[src/rtl/siso_shift_ctrl_if.sv]
// Parallel-in / serial-out frame bus between a word producer, the frame
// controller and the serial line. The master side is the producer plus line
// stall source; the slave side is the controller.
interface siso_shift_ctrl_if #(
   parameter int unsigned WIDTH = 4
) ();

   logic [WIDTH-1:0] in_data;
   logic             in_valid;
   logic             in_ready;
   logic             shift_en;
   logic             s_out;
   logic             s_frame;
   logic             done;
   logic             busy;
   logic [7:0]       frame_cnt;

   modport master (
      output in_data,
      output in_valid,
      output shift_en,
      input  in_ready,
      input  s_out,
      input  s_frame,
      input  done,
      input  busy,
      input  frame_cnt
   );

   modport slave (
      input  in_data,
      input  in_valid,
      input  shift_en,
      output in_ready,
      output s_out,
      output s_frame,
      output done,
      output busy,
      output frame_cnt
   );

endinterface

[src/rtl/siso_shift_ctrl.sv]
// Frame controller for a serial-out shift register. Takes a parallel word over
// valid/ready, emits it one bit per enabled cycle, pulses done after the last
// bit, then holds an idle gap before accepting the next word.
module siso_shift_ctrl #(
   parameter int unsigned WIDTH      = 4,
   parameter int unsigned GAP_CYCLES = 1,
   parameter bit          LSB_FIRST  = 1'b0
) (
   input logic             clk,
   input logic             rst_n,
   siso_shift_ctrl_if.slave bus_io
);

   localparam int unsigned BcW = $clog2(WIDTH);
   // Gap counter only needs to reach GAP_CYCLES-1; keep at least one bit.
   localparam int unsigned GcW = (GAP_CYCLES > 1) ? $clog2(GAP_CYCLES) : 1;

   localparam logic [BcW-1:0] BitLast = BcW'(WIDTH - 1);
   localparam logic [GcW-1:0] GapLast = GcW'((GAP_CYCLES > 0) ? GAP_CYCLES - 1 : 0);

   localparam logic [1:0] StIdle  = 2'd0;
   localparam logic [1:0] StShift = 2'd1;
   localparam logic [1:0] StGap   = 2'd2;

   logic [1:0]       state_q, state_d;
   logic [WIDTH-1:0] shreg_q, shreg_d;
   logic [BcW-1:0]   bit_cnt_q, bit_cnt_d;
   logic [GcW-1:0]   gap_cnt_q, gap_cnt_d;
   logic             in_ready_q, in_ready_d;
   logic             done_q, done_d;
   logic [7:0]       frame_cnt_q, frame_cnt_d;

   logic             accept;
   logic [WIDTH-1:0] shreg_shifted;

   assign accept = (state_q == StIdle) && in_ready_q && bus_io.in_valid;

   // Move the register one place toward the output end, zero-filling behind.
   always_comb begin
      shreg_shifted = '0;
      if (LSB_FIRST) begin
         shreg_shifted = {1'b0, shreg_q[WIDTH-1:1]};
      end else begin
         shreg_shifted = {shreg_q[WIDTH-2:0], 1'b0};
      end
   end

   // Next-state logic for the frame sequencer.
   always_comb begin
      state_d     = state_q;
      shreg_d     = shreg_q;
      bit_cnt_d   = bit_cnt_q;
      gap_cnt_d   = gap_cnt_q;
      in_ready_d  = in_ready_q;
      done_d      = 1'b0;
      frame_cnt_d = frame_cnt_q;

      case (state_q)
         StIdle: begin
            // ready comes up one edge after reset and stays up until a word lands
            in_ready_d = 1'b1;
            if (accept) begin
               shreg_d    = bus_io.in_data;
               bit_cnt_d  = '0;
               in_ready_d = 1'b0;
               state_d    = StShift;
            end
         end

         StShift: begin
            in_ready_d = 1'b0;
            if (bus_io.shift_en) begin
               if (bit_cnt_q == BitLast) begin
                  done_d      = 1'b1;
                  frame_cnt_d = frame_cnt_q + 8'd1;
                  shreg_d     = '0;
                  bit_cnt_d   = '0;
                  if (GAP_CYCLES == 0) begin
                     state_d    = StIdle;
                     in_ready_d = 1'b1;
                  end else begin
                     state_d   = StGap;
                     gap_cnt_d = '0;
                  end
               end else begin
                  shreg_d   = shreg_shifted;
                  bit_cnt_d = bit_cnt_q + 1'b1;
               end
            end
         end

         StGap: begin
            // shift_en is deliberately ignored; the gap is a fixed edge count
            in_ready_d = 1'b0;
            if (gap_cnt_q == GapLast) begin
               state_d    = StIdle;
               in_ready_d = 1'b1;
               gap_cnt_d  = '0;
            end else begin
               gap_cnt_d = gap_cnt_q + 1'b1;
            end
         end

         default: begin
            state_d    = StIdle;
            in_ready_d = 1'b0;
         end
      endcase
   end

   // State registers; reset aborts any frame in flight without a done pulse.
   always_ff @(posedge clk or negedge rst_n) begin
      if (!rst_n) begin
         state_q     <= StIdle;
         shreg_q     <= '0;
         bit_cnt_q   <= '0;
         gap_cnt_q   <= '0;
         in_ready_q  <= 1'b0;
         done_q      <= 1'b0;
         frame_cnt_q <= '0;
      end else begin
         state_q     <= state_d;
         shreg_q     <= shreg_d;
         bit_cnt_q   <= bit_cnt_d;
         gap_cnt_q   <= gap_cnt_d;
         in_ready_q  <= in_ready_d;
         done_q      <= done_d;
         frame_cnt_q <= frame_cnt_d;
      end
   end

   // Serial outputs come straight from the state and the register's output end.
   always_comb begin
      bus_io.s_frame = (state_q == StShift);
      bus_io.s_out   = 1'b0;
      if (state_q == StShift) begin
         bus_io.s_out = LSB_FIRST ? shreg_q[0] : shreg_q[WIDTH-1];
      end
   end

   assign bus_io.in_ready  = in_ready_q;
   assign bus_io.done      = done_q;
   assign bus_io.busy      = (state_q != StIdle);
   assign bus_io.frame_cnt = frame_cnt_q;

endmodule

[src/flat_wrapper.sv]
// flat-port wrapper written by rule: the top's interface ports become plain ports
module siso_shift_ctrl_flat 
#(
   parameter int unsigned WIDTH      = 4,
   parameter int unsigned GAP_CYCLES = 1,
   parameter bit          LSB_FIRST  = 1'b0
)
  (clk, rst_n, bus_io_in_data, bus_io_in_valid, bus_io_shift_en, bus_io_in_ready, bus_io_s_out, bus_io_s_frame, bus_io_done, bus_io_busy, bus_io_frame_cnt);
  siso_shift_ctrl_if #(.WIDTH(WIDTH)) bus_io_i ();
  input logic clk;
  input logic rst_n;
  input wire logic [$bits(bus_io_i.in_data)-1:0] bus_io_in_data;
  input wire logic [$bits(bus_io_i.in_valid)-1:0] bus_io_in_valid;
  input wire logic [$bits(bus_io_i.shift_en)-1:0] bus_io_shift_en;
  output wire logic [$bits(bus_io_i.in_ready)-1:0] bus_io_in_ready;
  output wire logic [$bits(bus_io_i.s_out)-1:0] bus_io_s_out;
  output wire logic [$bits(bus_io_i.s_frame)-1:0] bus_io_s_frame;
  output wire logic [$bits(bus_io_i.done)-1:0] bus_io_done;
  output wire logic [$bits(bus_io_i.busy)-1:0] bus_io_busy;
  output wire logic [$bits(bus_io_i.frame_cnt)-1:0] bus_io_frame_cnt;
  assign bus_io_i.in_data = bus_io_in_data;
  assign bus_io_i.in_valid = bus_io_in_valid;
  assign bus_io_i.shift_en = bus_io_shift_en;
  assign bus_io_in_ready = bus_io_i.in_ready;
  assign bus_io_s_out = bus_io_i.s_out;
  assign bus_io_s_frame = bus_io_i.s_frame;
  assign bus_io_done = bus_io_i.done;
  assign bus_io_busy = bus_io_i.busy;
  assign bus_io_frame_cnt = bus_io_i.frame_cnt;
  siso_shift_ctrl #(.WIDTH(WIDTH), .GAP_CYCLES(GAP_CYCLES), .LSB_FIRST(LSB_FIRST)) u_core (.clk(clk), .rst_n(rst_n), .bus_io(bus_io_i));
endmodule
[config.mk]
export PLATFORM = sky130hd
export DESIGN_NAME = siso_shift_ctrl_flat
export DESIGN_NICKNAME = d
export VERILOG_FILES = /design/src/rtl/siso_shift_ctrl_if.sv /design/src/rtl/siso_shift_ctrl.sv /design/src/flat_wrapper.sv
export SDC_FILE = /design/constraint.sdc
export NUM_CORES = 1
export LEC_CHECK = 0
export ABC_CLOCK_PERIOD_IN_PS = 2100
export BUFFER_PORTS_ARGS = -buffer_cell sky130_fd_sc_hd__buf_4
export CAP_MARGIN = 10
export CORE_MARGIN = 2
export CORE_UTILIZATION = 54
export DETAILED_ROUTE_END_ITERATION = 7
export HOLD_SLACK_MARGIN = 0.15
export PLACE_DENSITY = 0.85
export SKIP_CTS_REPAIR_TIMING = 1
export SLEW_MARGIN = 20
export SYNTH_ARGS = -nofsm -noshare
export SYNTH_HDL_FRONTEND = slang
export SYNTH_SLANG_ARGS = --single-unit
[constraint.sdc]
create_clock -name clk -period 2.1 [get_ports clk]
set_input_delay 0 -clock clk [delete_from_list [all_inputs] [get_ports clk]]
set_output_delay 0 -clock clk [all_outputs]
set_load 0.01 [all_outputs]
======== Word-level counts from Yosys, hierarchy flattened ========
Index checks and enable logic that the tools add are counted.
storage, ports and cells
  output and inout bits ................... 13
  register bits ........................... 19
  input bits .............................. 8
  logic and storage cells ................. 51
cells by class
  reduce and logical (&&, ||, !) cells .... 10
  multiplexer cells ....................... 24
  $add $sub $neg .......................... 3
  equality and inequality tests ........... 7
operator list
  cell                   count
  $mux W2                7
  $mux W4                3
  $mux W1                9
  $reduce_and A3 Y1      3
  $add A8 B1 Y8 const B  1
  $pmux W4 S2            1
  $pmux W2 S3            1
  $reduce_bool A2 Y1     3
  $eq A2 B2 Y1 const B   2
  $ne A2 B1 Y1 const B   2
  $ne A2 B2 Y1 const B   2
  $pmux W1 S2            2
  $pmux W2 S2            1
  $reduce_and A4 Y1      1
  $add A2 B1 Y2 const B  1
  $eq A2 B1 Y1 const B   1
  $logic_and A1 B1 Y1    2
  $logic_not A2 Y1       1
  $add A1 B1 Y1 const B  1

======== Longest topological paths before layout ========
  word-level depth ........................ 5
  mapped depth ............................ 5
  mapped depth without buffers ............ 5

======== Least setup slack after synthesis ========
No wires, ideal clock.
  path kind ............................... register -> register
  start ................................... register u_core.state_q[0]
  end ..................................... register u_core.shreg_q[0]
  slack ................................... 819 ps
  data arrival time ....................... 1,153 ps
  data required time ...................... 1,972 ps
  setup time .............................. 128 ps
  stages on the path, launching flop included .. 4
  period minus slack after synthesis ...... 1,281 ps
  buffers on the path ..................... 0
  cells stage by stage .................... dfrtp_1 > nand3b_4 > a21oi_4 > mux2_1
between the ends
  cells in the longest elaborated chain, start to end .. 5
  elaborated cells on any way between the ends .. 9
  classes of those cells .................. eq/ne: 3; mux: 1; reduce/logical: 5
RTL lines
  item                               line                                          source
  from (decl)                        siso_shift_ctrl.sv:25                         logic [1:0] state_q, state_d;
  from (signal assigned)             siso_shift_ctrl.sv:114                        state_q <= StIdle;
  from (signal assigned)             siso_shift_ctrl.sv:122                        state_q <= state_d;
  $logic_not A2 Y1                   siso_shift_ctrl.sv:36, siso_shift_ctrl.sv:58
  $logic_and A1 B1 Y1 (2 in series)  siso_shift_ctrl.sv:36                         assign accept = (state_q == StIdle) && in_ready_q && bus_io.in_valid;
  $ne A2 B1 Y1 (no line)             -
  $reduce_and A3 Y1 (no line)        -
  to (signal assigned)               siso_shift_ctrl.sv:123                        shreg_q <= shreg_d;
  to (decl)                          siso_shift_ctrl.sv:26                         logic [WIDTH-1:0] shreg_q, shreg_d;
Parallel ways exist; a longest one is shown, timed or not.
A chain may end at the register's enable or synchronous reset.

======== Worst setup path in the final report ========
Same ends and word-level chain as after synthesis.

==> metrics.txt <==
Clock Path Buffers=2; CTS Sinks=18; synthesized area=865.8 um2; Final Core Density=75.25%; CP max FO=13; final setup skew=0.003824 ns; GPL Wtd Cong=0.7715; GRT overflow=0; All-Layer GR Usage=around 17%; total power=1.236 mW; starting density of the core=between 50% and 60%; Hold Crit Class=in -> reg; drt pass-1 iters=3; core area=1506 um2; chip height=44.04 um; chip width=approximately 44 um; Tcrit/Tclk final=71.48%; most frequent cells in the layout=buf_4, dfrtp_1, nand2_1, inv_1, dlygate4sd3_1; RSZ-0062 raised after global routing=no; later-pin clock latency in the skew report=between 0.2 and 0.3 ns; Worst EP arrival=1.69 ns; placed wire-length estimate=1078 um; largest net degree at the start of global routing=19; Inserted Clock Buffers=3; CP Data Required Time=2.29 ns; CP Class=reg -> reg; Root Driver=clkbuf_4; Setup Viol. Count Final=0; commonest non-fill, non-tap cell in the layout=buf_4; layout cell share with drive strength beyond 1=between 20% and 30%; Final Hold Fails=0; 1st-iter DRT viols=6; IO Port Bufs=20; Avg WL per Cell=12.29 um; initial antenna violation count=0; Slew Viols, Final=0; Cell Rows=14; Post-DRT Antenna Nets=0; Worst-Margin Slew=just under 0.8 ns; vias in the first global route=560; Synth Register Bits=18; PwrDens=approximately 1100 nW/um2; # nets final=117; IO Count=21; post-synth cell types=23; Synthesized Nets=86; critical path endpoint category=register; Placed Cells=110; non-filler cells, final=122; die area=1940 um2; LEAKAGE=0.5973 nW; Setup TNS=0 ns; cell taking the most area after synthesis=dfrtp_1; startpoint types=register; Area Growth Syn to Fin=30.93%; H-tree Lvls=1; final WL=1499 um; Synth area leaders=dfrtp_1, xnor2_1, mux2i_1, nand2_1, nand4_1; Inserted Diodes=0; via count=622; share of the yosys chip area belonging to registers=between 50% and 60%; CTS tree=done; Syn Inst Count=76; post-synthesis average cell area=11.39 um2; fmax=666.2 MHz; DR DRC count=0; max-capacitance violation count=0; slew margin rel.=about 47%; clock slew at reported path FFs=0.11 ns; Max IR drop VDD=about 0.7 mV; Yosys top cell area share=52.02%; drt via density=5.098; first-pass GRT wire length=2380 um; final worst path period need=1.501 ns; Yosys Warn Count=0; status=finished clean
[critical path, cell delays in order, from the launching register on]
cell      delay [ns]
dfrtp_1         0.53
nand3b_4        0.24
a21oi_4         0.27
mux2_1          0.35
[power breakdown]
part	internal (mW)	switching [mW]
clock	0.106	0.108
sequential	0.444	0.104
combinational	0.260	0.215
total	0.810	0.427
[cell families after synthesis]
family                   after synthesis  share of synthesized area [%]
flip-flops                            18                          52.02
adder cells (fa/ha/maj)                2                          2.890
multiplexers                           5                          5.925
AND/OR/NAND/NOR                       26                          20.52
buffers and inverters                 11                          6.069
XOR/XNOR                               7                          7.081
AO/OA/AOI/OAI                          7                          5.492
[state kept, by name, indices dropped and copies added (netlist names)]
name	count
u_core.bus_io.frame_cnt	8
u_core.shreg_q	4
u_core.bit_cnt_q	2
u_core.state_q	2
u_core.bus_io.done	1
u_core.bus_io.in_ready	1
[metrics by stage]
stage / setup slack (ns) / instance area (um2) / hold slack (ns)
after floorplan: 0.8190 / 865.8 / -0.2956
after detailed placement: 0.6028 / 1017 / -0.1168
after CTS: 0.5916 / 1054 / -0.4405
after global routing: 0.5138 / 1134 / 0.4930
after global placement: 0.6667 / 1017 / -0.1234
final: 0.5990 / 1134 / 0.4655
[layer usage]
layer  share of wire (%)  GRT usage (%)  vias up
met5                   0              0        -
met4                0.53          7.273        0
met3                 4.2          2.449        2
met2                  48          26.76       15
met1                  47          22.40      291
li1                    -              -      314
[cells in the mapped netlist]
cell and count:
a21oi_1 4, a21oi_4 1, a31oi_1 1, and3_1 2, buf_4 1, buf_6 1
dfrtp_1 18, ha_1 2, inv_1 8, inv_2 1, mux2_1 1, mux2i_1 4
nand2_1 9, nand2b_1 1, nand3b_4 1, nand4_1 5, nand4b_4 1, nor2_1 2
nor2b_1 1, nor4bb_1 3, o21ai_0 1, or2_2 1, xnor2_1 7
[area by class of cell]
| type | count | area [um2] |
|---|---|---|
| multi-input cells | 47 | 362.8 |
| well taps | 16 | 20.02 |
| inverters | 9 | 33.78 |
| flip-flops and latches | 18 | 450.4 |
| repair buffers | 28 | 230.2 |
| clock buffers | 4 | 36.28 |
| fillers | 109 | 372.9 |
[worst paths after layout]
kind | startpoint | end | slack [ns] | cells past startpoint
max in group asynchronous | rst_n | u_core.shreg_q[1] | 0.76 | 3
setup / recovery | u_core.state_q[0] | u_core.shreg_q[0] | 0.60 | 3
min in group asynchronous | rst_n | u_core.state_q[0] | 0.85 | 3
hold reg to reg | u_core.bus_io.frame_cnt[7] | u_core.bus_io.frame_cnt[7] | 0.48 | 1
setup reg to reg | u_core.state_q[0] | u_core.shreg_q[0] | 0.60 | 3
hold / removal | bus_io_in_valid | u_core.bus_io.in_ready | 0.47 | 3
(Power assumes the default switching activity.)
